===== config.mk =====
export PLATFORM = sky130hd
export DESIGN_NAME = mux_4to1_flat
export DESIGN_NICKNAME = d
export VERILOG_FILES = /design/src/rtl/mux_4to1_if.sv /design/src/rtl/mux_4to1.sv /design/src/flat_wrapper.sv
export SDC_FILE = /design/constraint.sdc
export NUM_CORES = 1
export LEC_CHECK = 0
export ABC_AREA = 1
export BUFFER_PORTS_ARGS = -buffer_cell sky130_fd_sc_hd__buf_4
export CAP_MARGIN = 20
export CORE_AREA = 2 2 39 41
export CTS_CLUSTER_SIZE = 40
export DETAILED_ROUTE_END_ITERATION = 16
export DIE_AREA = 0 0 41 43
export RECOVER_POWER = 100
export SLEW_MARGIN = 0
export SYNTH_ARGS = -nofsm -noshare
export SYNTH_HDL_FRONTEND = slang
export SYNTH_SLANG_ARGS = --single-unit

===== constraint.sdc =====
create_clock -name clk -period 0.8 [get_ports clk]
set_input_delay 0.04 -clock clk [delete_from_list [all_inputs] [get_ports clk]]
set_output_delay 0.04 -clock clk [all_outputs]
set_load 0.005 [all_outputs]

===== src/rtl/mux_4to1_if.sv =====
// Bundles the lane data, select, hold and result signals of the 4-to-1 lane mux.
interface mux_4to1_if #(
   parameter int W = 1
);
   logic [4*W-1:0] MUX_in;
   logic [1:0]     MUX_sel;
   logic           hold;
   logic [W-1:0]   MUX_out;
   logic [W-1:0]   MUX_out_q;
   logic [1:0]     sel_q;
   logic           sel_chg;

   modport master (
      output MUX_in, MUX_sel, hold,
      input  MUX_out, MUX_out_q, sel_q, sel_chg
   );

   modport slave (
      input  MUX_in, MUX_sel, hold,
      output MUX_out, MUX_out_q, sel_q, sel_chg
   );
endinterface


===== src/rtl/mux_4to1.sv =====
// 4-to-1 lane mux with a combinational result, a registered copy of the result
// and select, and a one-cycle pulse whenever the registered select changes.
module mux_4to1 #(
   parameter int W = 1
) (
   input logic       clk,
   input logic       rst,
   mux_4to1_if.slave bus
);

   function automatic logic [W-1:0] lane_pick(input logic [4*W-1:0] lanes,
                                              input logic [1:0]     sel);
      logic [W-1:0] res;
      case (sel)
         2'd0:    res = lanes[W-1:0];
         2'd1:    res = lanes[2*W-1:W];
         2'd2:    res = lanes[3*W-1:2*W];
         default: res = lanes[4*W-1:3*W];
      endcase
      return res;
   endfunction

   logic [W-1:0] out_p0;
   logic [W-1:0] out_q_p1;
   logic [1:0]   sel_p1;
   logic         chg_p1;

   assign out_p0 = lane_pick(bus.MUX_in, bus.MUX_sel);

   // p0 -> p1: register result and select; the change pulse compares against the
   // select held before this edge, so a reload of the same value never pulses.
   always_ff @(posedge clk) begin
      if (rst) begin
         out_q_p1 <= '0;
         sel_p1   <= 2'd0;
         chg_p1   <= 1'b0;
      end else if (!bus.hold) begin
         out_q_p1 <= out_p0;
         sel_p1   <= bus.MUX_sel;
         chg_p1   <= (bus.MUX_sel != sel_p1);
      end else begin
         chg_p1   <= 1'b0;
      end
   end

   assign bus.MUX_out   = out_p0;
   assign bus.MUX_out_q = out_q_p1;
   assign bus.sel_q     = sel_p1;
   assign bus.sel_chg   = chg_p1;

endmodule


===== src/flat_wrapper.sv =====
// flat-port wrapper written by rule: the top's interface ports become plain ports
module mux_4to1_flat 
#(
   parameter int W = 1
)
  (clk, rst, bus_MUX_in, bus_MUX_sel, bus_hold, bus_MUX_out, bus_MUX_out_q, bus_sel_q, bus_sel_chg);
  mux_4to1_if #(.W(W)) bus_i ();
  input logic clk;
  input logic rst;
  input wire logic [$bits(bus_i.MUX_in)-1:0] bus_MUX_in;
  input wire logic [$bits(bus_i.MUX_sel)-1:0] bus_MUX_sel;
  input wire logic [$bits(bus_i.hold)-1:0] bus_hold;
  output wire logic [$bits(bus_i.MUX_out)-1:0] bus_MUX_out;
  output wire logic [$bits(bus_i.MUX_out_q)-1:0] bus_MUX_out_q;
  output wire logic [$bits(bus_i.sel_q)-1:0] bus_sel_q;
  output wire logic [$bits(bus_i.sel_chg)-1:0] bus_sel_chg;
  assign bus_i.MUX_in = bus_MUX_in;
  assign bus_i.MUX_sel = bus_MUX_sel;
  assign bus_i.hold = bus_hold;
  assign bus_MUX_out = bus_i.MUX_out;
  assign bus_MUX_out_q = bus_i.MUX_out_q;
  assign bus_sel_q = bus_i.sel_q;
  assign bus_sel_chg = bus_i.sel_chg;
  mux_4to1 #(.W(W)) u_core (.clk(clk), .rst(rst), .bus(bus_i));
endmodule

## Word-level counts from Yosys, hierarchy flattened

Cells that the tools add are included.

| word-level totals | value |
|---|---|
| bits in registers | 4 |
| input port bits | 9 |
| output and inout port bits | 5 |
| word-level logic and storage cells | 9 |

| cells by class | value |
|---|---|
| eq/ne operators | 3 |
| multiplexer cells | 1 |
| reductions and logical operators | 2 |

Operator list:

| kind | number |
|---|---|
| $pmux 1 s3 | 1 |
| $eq 2x1->1 const B | 1 |
| $eq 2x2->1 const B | 1 |
| $logic_not 2->1 | 1 |
| $ne 2x2->1 | 1 |
| $reduce_or 2->1 | 1 |

## Depth between registers and ports, before layout

Gate-level depths: netlist of run 1.

| logic depth | value |
|---|---|
| word-level depth | 2 |
| depth in mapped cells | 5 |

## Worst setup path after synthesis of run 1

No wires, ideal clock.

| timing path | value |
|---|---|
| kind | reg2reg |
| start point | reg u_core.sel_p1[0] (netlist: u_core.bus.sel_q[0]) |
| end point | reg u_core.chg_p1 (netlist: u_core.bus.sel_chg) |
| setup time | 120 ps |
| arrival time | 534 ps |
| required time | 680 ps |
| slack | 146 ps |
| stages on the path, launching flop included | 3 |
| buffers on the path | 0 |
| cells stage by stage | dfxtp_1 xnor2_1 a21oi_1 |

| on the way | value |
|---|---|
| cells in the longest elaborated chain, start to end | 1 |

RTL lines:

| item | line | source |
|---|---|---|
| from (decl) | mux_4to1.sv:25 | `logic [1:0] sel_p1;` |
| from (signal assigned) | mux_4to1.sv:39 | `sel_p1 <= bus.MUX_sel;` |
| $ne 2x2->1 | mux_4to1.sv:40 | `chg_p1 <= (bus.MUX_sel != sel_p1);` |
| to (signal assigned) | mux_4to1.sv:40 |  |
| to (decl) | mux_4to1.sv:26 | `logic chg_p1;` |

No other way between the ends.
A chain may end at the register's enable or synchronous reset.

## Worst setup path after layout of run 1

| timing path | value |
|---|---|
| start point | reg u_core.sel_p1[0] (netlist: u_core.bus.sel_q[0]) |
| end point | out bus_sel_q[0] |

RTL lines:

| item | line | source |
|---|---|---|
| to (decl) | flat_wrapper.sv:15 | `output wire logic [$bits(bus_i.sel_q)-1:0] bus_sel_q;` |

No word-level cell between the ends.

==> results of run 1 <==
[what timing repair did]
item                                    in CTS  in global routing
gates resized for setup                      0                  2
endpoints found under the hold margin        0                  0
endpoints found under the setup margin       0                  2
[metrics by stage]
step / hold slack, ns / setup WS (ns)
detailed placement: 0.332 / 0.115
CTS: 0.0795 / 0.0328
finish: 0.0806 / 0.0517
floorplan: 0.183 / 0.146
global route: 0.0936 / 0.0172
global placement: 0.320 / 0.128
[power by group through the flow]
stage	Clock, mW	Sequential (mW)	Combinational (mW)
CTS	0.264	0.224	0.125
global route	0.286	0.227	0.131
detailed placement	0	0.227	0.124
floorplan	0	0.228	0.0512
finish	0.252	0.225	0.116
global placement	0	0.227	0.123
[state kept, by name, summed over array words and instances, names as in the netlist]
register / count
u_core.bus.MUX_out_q: 1
u_core.bus.sel_q: 2
u_core.bus.sel_chg: 1
[metal layers]
metal,vias to the layer above,wire length (um),track usage (%)
li1,115,-,-
met1,97,174,7.40
met2,8,252,11.3
met3,0,58,9.42
met4,0,0,4.00
met5,-,0,0
[logic make-up (layout without fill, tap and decap cells)]
logic type | Yosys count | count (layout)
AO/OA/AOI/OAI | 7 | 7
XOR/XNOR | 2 | 2
buffers and inverters | 5 | 21
flip-flops | 4 | 4
AND/OR/NAND/NOR | 8 | 8
[final cells by class]
type	count	share of cell area, %
well taps	16	5.95
flip-flops and latches	4	24.5
inverters	5	5.58
multi-input cells	17	29.4
repair buffers	13	27.9
clock buffers	3	6.69
[cell usage after synthesis]
cell,number,share of area [%]
o21ai_0,3,7.5
inv_1,4,7.5
nand2_2,1,3.1
a21oi_1,3,7.5
dfxtp_1,4,40
a21oi_2,1,4.4
nand3_2,2,10
inv_2,1,1.9
xnor2_1,2,8.8
nand2_1,5,9.4
[worst reg2reg max path, stage by stage, from the launching register on]
cell	delay, ns
dfxtp_2	0.32
xnor2_1	0.14
a21oi_1	0.08
[worst min path at each step]
stage / start / to
floorplan: bus_MUX_sel[1] / u_core.bus.sel_q[1]$_SDFFE_PP0N_
global placement: rst / u_core.bus.sel_chg$_SDFF_PP0_
detailed placement: rst / u_core.bus.sel_chg$_SDFF_PP0_
CTS: rst / u_core.bus.sel_chg$_SDFF_PP0_
global route: bus_MUX_sel[1] / u_core.bus.sel_q[1]$_SDFFE_PP0N_
finish: rst / u_core.bus.sel_chg$_SDFF_PP0_
==> impl_metrics.csv, run 1 <==
group,metric,value,unit
status,status,"completed",
critical_path,crit_type,"reg -> out",
die,die_area,0.00176,mm2
sta,fmax,1.34,GHz
grt,gr-usage-all-layers,8.33,%
final_layout,nNetsFinal,53,
logic_synthesis,syn-num-nets,35,
worst_hold_path,min_path_type,"in -> reg",
routing,wl,485,um
clocking,cts_hold_buffers,0,
sta,hold_viol,0,
clocking,clock_tree.root_cell,"clkbuf_4",
clocking,cts.clk_slew.worst_paths,0.04,ns
logic_synthesis,synth_compound_area_share,19.4,%
final_layout,fin_cells,58,
placed_design,dp_cells,55,
logic_synthesis,synth_xor_area_share,8.75,%
critical_path,critPathMaxStageDelay,0.34,ns
die,rows,14,
worst_hold_path,min_path_cells,4,
critical_path,crit_fanout,3,
critical_path,startpoint_type,"register",
grt,antenna_found_initial,0,
routing,postRouteAntennaNets,0,
pwr,p_comb_share,19.6,%
sta,fin_crit_sh,93.5,%
pwr,ir_worst_vdd,0.778,mV
sta,period_needed,0.748,ns
critical_path,cp.depth,1,
logic_synthesis,yosysUniqueCellTypes,10,
critical_path,end_kind,"output pin",
sta,grt_setup_unrepaired,"false",
critical_path,critPathTopFamily,"flip-flops",
logic_synthesis,synth_cells,26,
logic_synthesis,synth_mux_area_share,0,%
grt,globalRouteOverflowTotal,0,
clocking,clk_latency,0.24,ns
final_layout,seqCellArea,82.6,um2
sta,skew,0.00406,ns
critical_path,crit_start,"u_core.bus.sel_q[0]$_SDFFE_PP0N_",
critical_path,crit_chain,"clkbuf_4",
die,die_h,43,um
critical_path,cp.required,0.76,ns
critical_path,r2r-start,"u_core.bus.sel_q[0]$_SDFFE_PP0N_",
logic_synthesis,syn_avg_cell_area,7.70,um2
logic_synthesis,ys_seq_area_share,40.0,%
routing,num_vias,220,
routing,drt_iter0_drc,1,
pwr,p_total,0.593,mW
grt,grt_pass1_wl,890,um
critical_path,arrival,0.71,ns
logic_synthesis,syn_area,200,um2
pwr,p_sw,0.142,mW
final_layout,final_common_cell,"buf_4",
final_layout,layout_common_cells,"buf_4 (9), nand2_1 (6), clkbuf_4 (6)",
critical_path,r2r_setup_slack,0.14,ns
routing,drc,0,
clocking,clkSinkCount,4,
die,ios,14,
die,core,0.00138,mm2
pwr,clkPwrFrac,42.5,%
die,start_util,14.5,%
sta,slew_headroom,86.7,%
pwr,switching_share,23.9,%
logic_synthesis,synthSimpleGateAreaFrac,22.5,%
pwr,p_leak,0.169,nW
sta,slew_violations,0,
critical_path,rr_worst_depth,2,
clocking,post_cts_buffers,0,
final_layout,n_fill_cell,161,
routing,dr.pass1.iters,3,
placed_design,placed_area,318,um2
grt,grt_pass1_vias,237,
critical_path,r2r_end,"u_core.bus.sel_chg$_SDFF_PP0_",
pwr,powerDensity,1760,mW/mm2
grt,grt_max_degree,8,
sta,tightest_slew,0.198,ns
sta,finalSetupViolCount,0,
placed_design,dp_hpwl,395,um
pwr,internal-power,0.451,mW
routing,via_per_inst,3.79,
final_layout,final_area,337,um2
final_layout,final_util,24.3,%
die,die-width,41,um
final_layout,syn_to_final_growth,68.1,%
pwr,seqPwrFrac,37.9,%
logic_synthesis,synth_top_family_by_area,"simple AND/OR/NAND/NOR gates",
clocking,cts_tree,"built",
routing,wl_per_cell,8.36,um
critical_path,crit_buf_inv,1,
placed_design,place.gp.congestion,0.687,
placed_design,io_buffers,13,
clocking,htree_levels,1,
critical_path,crit_end,"bus_sel_q[0]",
logic_synthesis,yosys_warnings,0,
final_layout,drive_gt1_share,50.0,%
final_layout,antenna_cells,0,
logic_synthesis,ys_seq_elements,4,
sta,finalSetupTns,0,ns
final_layout,multi_input_area,98.8,um2
critical_path,cp_slowest_cell,"dfxtp_2",
clocking,cts_buffers,3,
job,drv_cap,0,
clocking,cts_max_path_buffers,2,
logic_synthesis,synth_fa_ha_area_share,0,%
No activity file was read; power rests on OpenSTA's default activity.
==> inputs of run 2 (changes only) <==
Settings changed: CTS_BUF_LIST set to sky130_fd_sc_hd__clkbuf_2.
Clock period 0.8 ns to 0.9 ns, I/O delays scaled along.
==> impl_metrics.csv, run 2 (same netlist as run 1, synthesis figures left out) <==
group,metric,value,unit
sta,grt_setup_unrepaired,"false",
grt,top_usage_layer,"met2",
final_layout,final_util,23.9,%
die,core,0.00138,mm2
job,drv_cap,0,
routing,drc,0,
routing,wl_per_cell,8.00,um
final_layout,nNetsFinal,53,
die,die-width,41,um
die,start_util,14.5,%
critical_path,cp.required,0.85,ns
critical_path,r2r-start,"u_core.bus.sel_q[0]$_SDFFE_PP0N_",
final_layout,largest_reg_flops,2,
critical_path,crit_fanout,3,
sta,fin_crit_sh,84.1,%
grt,gr-usage-met3,9.42,%
sta,hold_viol,0,
critical_path,crit_chain,"clkbuf_4",
pwr,powerDensity,1410,mW/mm2
sta,slew_headroom,86.7,%
die,die_area,0.00176,mm2
clocking,cts_max_path_buffers,2,
pwr,p_leak,0.170,nW
grt,met2_usage,11.3,%
placed_design,dp_hpwl,395,um
clocking,htree_levels,1,
placed_design,place_ws,0.215,ns
sta,slew_violations,0,
sta,period_needed,0.757,ns
sta,tightest_slew,0.198,ns
critical_path,critPathMaxStageDelay,0.36,ns
grt,grt_pass1_wl,903,um
pwr,p_total,0.464,mW
die,ios,14,
die,rows,14,
sta,fmax,1.32,GHz
sta,setup_ws,0.143,ns
final_layout,syn_to_final_growth,65.0,%
clocking,clk_latency,0.21,ns
routing,dr.pass1.iters,3,
critical_path,crit_buf_inv,1,
routing,via_per_inst,3.79,
worst_hold_path,min_from,"rst",
clocking,clkSinkCount,4,
routing,drt_iter0_drc,1,
sta,finalSetupTns,0,ns
critical_path,crit_start,"u_core.bus.sel_q[0]$_SDFFE_PP0N_",
critical_path,crit_type,"reg -> out",
clocking,cts_buffers,3,
critical_path,startpoint_type,"register",
clocking,cts_tree,"built",
placed_design,placed_area,318,um2
placed_design,place.gp.congestion,0.687,
clocking,cts_resized,0,
final_layout,final_area,330,um2
critical_path,arrival,0.71,ns
status,status,"completed",
critical_path,cp_slowest_cell,"dfxtp_1",
final_layout,layout_common_cells,"buf_4 (9), nand2_1 (6), inv_1 (4), clkbuf_4 (4), dfxtp_1 (4)",
grt,antenna_found_initial,0,
final_layout,final_common_cell,"buf_4",
routing,num_vias,220,
grt,globalRouteOverflowTotal,0,
final_layout,antenna_cells,0,
grt,use_met1,7.72,%
final_layout,drive_gt1_share,47.6,%
clocking,clock_tree.root_cell,"clkbuf_2",
grt,grt_pass1_vias,237,
critical_path,critPathTopFamily,"flip-flops",
sta,skew,0.00154,ns
routing,wl,464,um
clocking,cts.clk_slew.worst_paths,0.04,ns
grt,gr-usage-all-layers,8.43,%
sta,finalSetupViolCount,0,
clocking,cts_hold_buffers,0,
die,die_h,43,um
placed_design,io_buffers,13,
pwr,ir_worst_vdd,0.628,mV
critical_path,end_kind,"output pin",
clocking,post_cts_buffers,0,
routing,postRouteAntennaNets,0,
grt,grt_max_degree,8,
worst_hold_path,min_path_type,"in -> reg",
-- run 2: changes by cell type in the layout (fill, tap and decap cells not counted) --
cell,change
clkbuf_1,-1
clkbuf_2,+3
clkbuf_4,-2
dfxtp_1,+2
dfxtp_2,-2
-- run 2: worst register-to-register path, delay by kind of cell, from the launching register on --
kind	cells	cell delay (ns)
flops	1	0.36
xor+xnor	1	0.13
compound gates	1	0.08
-- run 2: routing by layer --
metal  vias up  part of all wire [%]
met2         9                    50
met5         -                     0
met4         0                     0
li1        116                     -
met3         0                    13
met1        95                    37
-- run 2: where the power goes --
group / switching [mW] / internal, mW / leakage (nW) / total, mW
Clock: 0.0711 / 0.0895 / 0.0125 / 0.161
Sequential: 0.00746 / 0.191 / 0.0332 / 0.199
Combinational: 0.0440 / 0.0611 / 0.125 / 0.105
-- run 2: cell type report --
type / count / area (um2)
inverters: 5 / 18.8
flip-flops and latches: 4 / 80.1
fillers: 160 / 1050
multi-input cells: 17 / 98.8
repair buffers: 13 / 97.6
clock buffers: 3 / 15.0
well taps: 16 / 20.0
-- run 2: path summary, 6_finish.rpt --
kind	slack, ns	end	cells past startpoint
min	0.12	u_core.bus.sel_chg$_SDFF_PP0_	4
max	0.14	bus_sel_q[0]	1
max reg2reg	0.21	u_core.bus.sel_chg$_SDFF_PP0_	2
min reg2reg	0.55	u_core.bus.MUX_out_q$_SDFFE_PP0N_	2
-- run 2: per-stage QoR --
stage	hold WS (ns)	std cells
after detailed placement	0.337	55
final	0.117	58
after global placement	0.325	55
after CTS	0.106	58
after floorplan	0.188	26
after global routing	0.110	58
==> inputs of run 3 (changes only) <==
Settings changed: ABC_AREA 1 to 0.
Clock period 0.9 ns to 0.8 ns, I/O delays scaled along.
==> impl_metrics.csv, run 3 <==
group,metric,value,unit
status,status,"completed",
final_layout,largest_reg_flops,2,
clocking,cts.clk_slew.worst_paths,0.05,ns
die,start_util,14.0,%
final_layout,nNetsFinal,47,
clocking,cts_tree,"built",
worst_hold_path,min_to,"u_core.bus.MUX_out_q$_SDFFE_PP0N_",
clocking,cts_max_path_buffers,2,
clocking,htree_levels,1,
routing,postRouteAntennaNets,0,
die,ios,14,
final_layout,final_area,339,um2
placed_design,place_ws,0.0189,ns
critical_path,cp_slowest_cell,"dlygate4sd3_1",
sta,hold_viol,0,
routing,num_vias,200,
critical_path,r2r_setup_slack,0.07,ns
die,core,0.00138,mm2
grt,grt_pass1_vias,177,
critical_path,cp.required,0.91,ns
critical_path,arrival,0.86,ns
die,die-width,41,um
critical_path,startpoint_type,"input pin",
pwr,ir_worst_vdd,0.344,mV
grt,gr-usage-all-layers,7.23,%
logic_synthesis,yosysTopAreaCell,"dfxtp_1",
critical_path,r2r-start,"u_core.bus.sel_q[0]$_SDFFE_PP0N_",
job,drv_cap,0,
logic_synthesis,synth_edf_count,0,
logic_synthesis,syn_area,194,um2
sta,fmax,1.32,GHz
sta,grt_setup_unrepaired,"false",
worst_hold_path,min_from,"bus_hold",
grt,grt_max_degree,7,
logic_synthesis,synth.area.top_cells,"dfxtp_1 (41%), mux2i_1 (26%), xnor2_1 (9.0%), o221ai_1 (4.5%), or3b_1 (4.5%)",
logic_synthesis,synth_top_flop_cell,"dfxtp_1",
routing,wl_per_cell,10.1,um
placed_design,io_buffers,13,
clocking,clock_tree.root_cell,"clkbuf_2",
clocking,cts_buffers,3,
worst_hold_path,min_path_type,"in -> reg",
final_layout,antenna_cells,0,
critical_path,critPathMaxStageDelay,0.59,ns
sta,slew_headroom,85.6,%
logic_synthesis,ys_seq_area_share,41.3,%
die,die_h,43,um
logic_synthesis,synth.top_cell.area_share,41.3,%
final_layout,layout_common_cells,"buf_4 (8), mux2i_1 (5), clkbuf_2 (4), clkbuf_4 (4), dfxtp_1 (3)",
clocking,clkSinkCount,4,
routing,wl,523,um
logic_synthesis,syn-num-nets,27,
sta,period_needed,0.756,ns
final_layout,drive_gt1_share,47.2,%
sta,finalSetupViolCount,0,
critical_path,critPathTopFamily,"buffers and inverters",
die,die_area,0.00176,mm2
clocking,clk_latency,0.21,ns
logic_synthesis,synth_cells,18,
placed_design,place.gp.congestion,0.670,
grt,grt_pass1_wl,738,um
sta,finalSetupTns,0,ns
routing,dr.pass1.iters,2,
sta,skew,0.00896,ns
logic_synthesis,synth_most_common_cell,"mux2i_1",
logic_synthesis,yosys_warnings,0,
final_layout,syn_to_final_growth,74.8,%
sta,tightest_slew,0.210,ns
logic_synthesis,ys_seq_elements,4,
grt,antenna_found_initial,0,
logic_synthesis,synthArstFlopShare,0,%
critical_path,crit_buf_inv,2,
grt,use_met1,8.36,%
die,rows,14,
critical_path,crit_chain,"clkbuf_1 > dlygate4sd3_1 > nor2_1",
placed_design,placed_area,319,um2
sta,fin_crit_sh,94.5,%
routing,drc,0,
routing,via_per_inst,3.85,
grt,top_usage_layer,"met4",
critical_path,r2r_end,"u_core.bus.sel_chg$_SDFF_PP0_",
critical_path,rr_worst_depth,2,
grt,met2_usage,6.56,%
critical_path,crit_start,"rst",
pwr,powerDensity,1570,mW/mm2
clocking,post_cts_buffers,0,
worst_hold_path,min_path_cells,3,
final_layout,final_common_cell,"buf_4",
grt,globalRouteOverflowTotal,0,
logic_synthesis,syn_avg_cell_area,10.8,um2
sta,slew_violations,0,
final_layout,n_fill_cell,165,
sta,setup_ws,0.0441,ns
logic_synthesis,yosysUniqueCellTypes,9,
critical_path,end_kind,"register",
grt,gr-usage-met3,3.66,%
pwr,p_leak,0.158,nW
critical_path,crit_type,"in -> reg",
critical_path,crit_fanout,6,
routing,drt_iter0_drc,2,
logic_synthesis,synth_common_cells,"mux2i_1 (5), dfxtp_1 (4), nor2_1 (2), xnor2_1 (2)",
run 3: metrics by stage:
stage	cells	total power, mW	utilization [%]	hold WS, ns
finish	52	0.531	24.5	0.103
global route	52	0.579	24.5	0.106
CTS	51	0.553	24.1	0.00499
detailed placement	48	0.345	23.1	0.252
global placement	48	0.343	23.1	0.245
floorplan	18	0.265	-	0.112
run 3: worst max-delay path by stage:
| stage | end | slack, ns | cells past startpoint |
|---|---|---|---|
| after floorplan | u_core.bus.sel_chg$_SDFF_PP0_ | 0.09 | 2 |
| after global placement | u_core.bus.MUX_out_q$_SDFFE_PP0N_ | 0.04 | 3 |
| after detailed placement | u_core.bus.MUX_out_q$_SDFFE_PP0N_ | 0.02 | 3 |
| after CTS | bus_sel_q[1] | 0.02 | 1 |
| after global routing | bus_sel_q[0] | 0.007 | 1 |
| final | u_core.bus.sel_q[1]$_SDFFE_PP0N_ | 0.04 | 3 |
run 3: area by class of cell:
class | count | area (um2) | share of cell area, %
Multi-Input combinational cell | 14 | 114 | 33.6
Timing Repair Buffer | 15 | 109 | 32.1
Sequential cell | 4 | 81.3 | 24.0
Tap cell | 16 | 20.0 | 5.90
Clock buffer | 3 | 15.0 | 4.43
run 3: worst register-to-register path: stages (launching register included):
cell and delay, ns:
dfxtp_1 0.32, xnor2_1 0.12, a211oi_1 0.21
run 3: logic make-up (layout without fill, tap and decap cells):
group           after synthesis  after routing  synth area share [%]
compound gates                2              2                  8.39
simple gates                  5              5                  15.5
mux                           5              5                  25.8
buf+inv                       0             18                     0
xor+xnor                      2              2                  9.03
flops                         4              4                  41.3
run 3: per-layer routing:
metal	wire length, um	vias to the layer above
met5	0	-
met4	11	0
met3	62	2
met2	224	8
met1	224	87
li1	-	103
run 3: where the power goes:
part	total [mW]	internal (mW)	switching [mW]	leakage (nW)
registers	0.222	0.214	0.00777	0.0334
clock network	0.192	0.101	0.0913	0.0125
logic	0.117	0.0739	0.0431	0.112
run 3: timing repair:
item	in CTS	in global routing
endpoints found under the hold margin	0	1
resized for setup	0	1
hold buffers	0	1
endpoints found under the setup margin	0	1
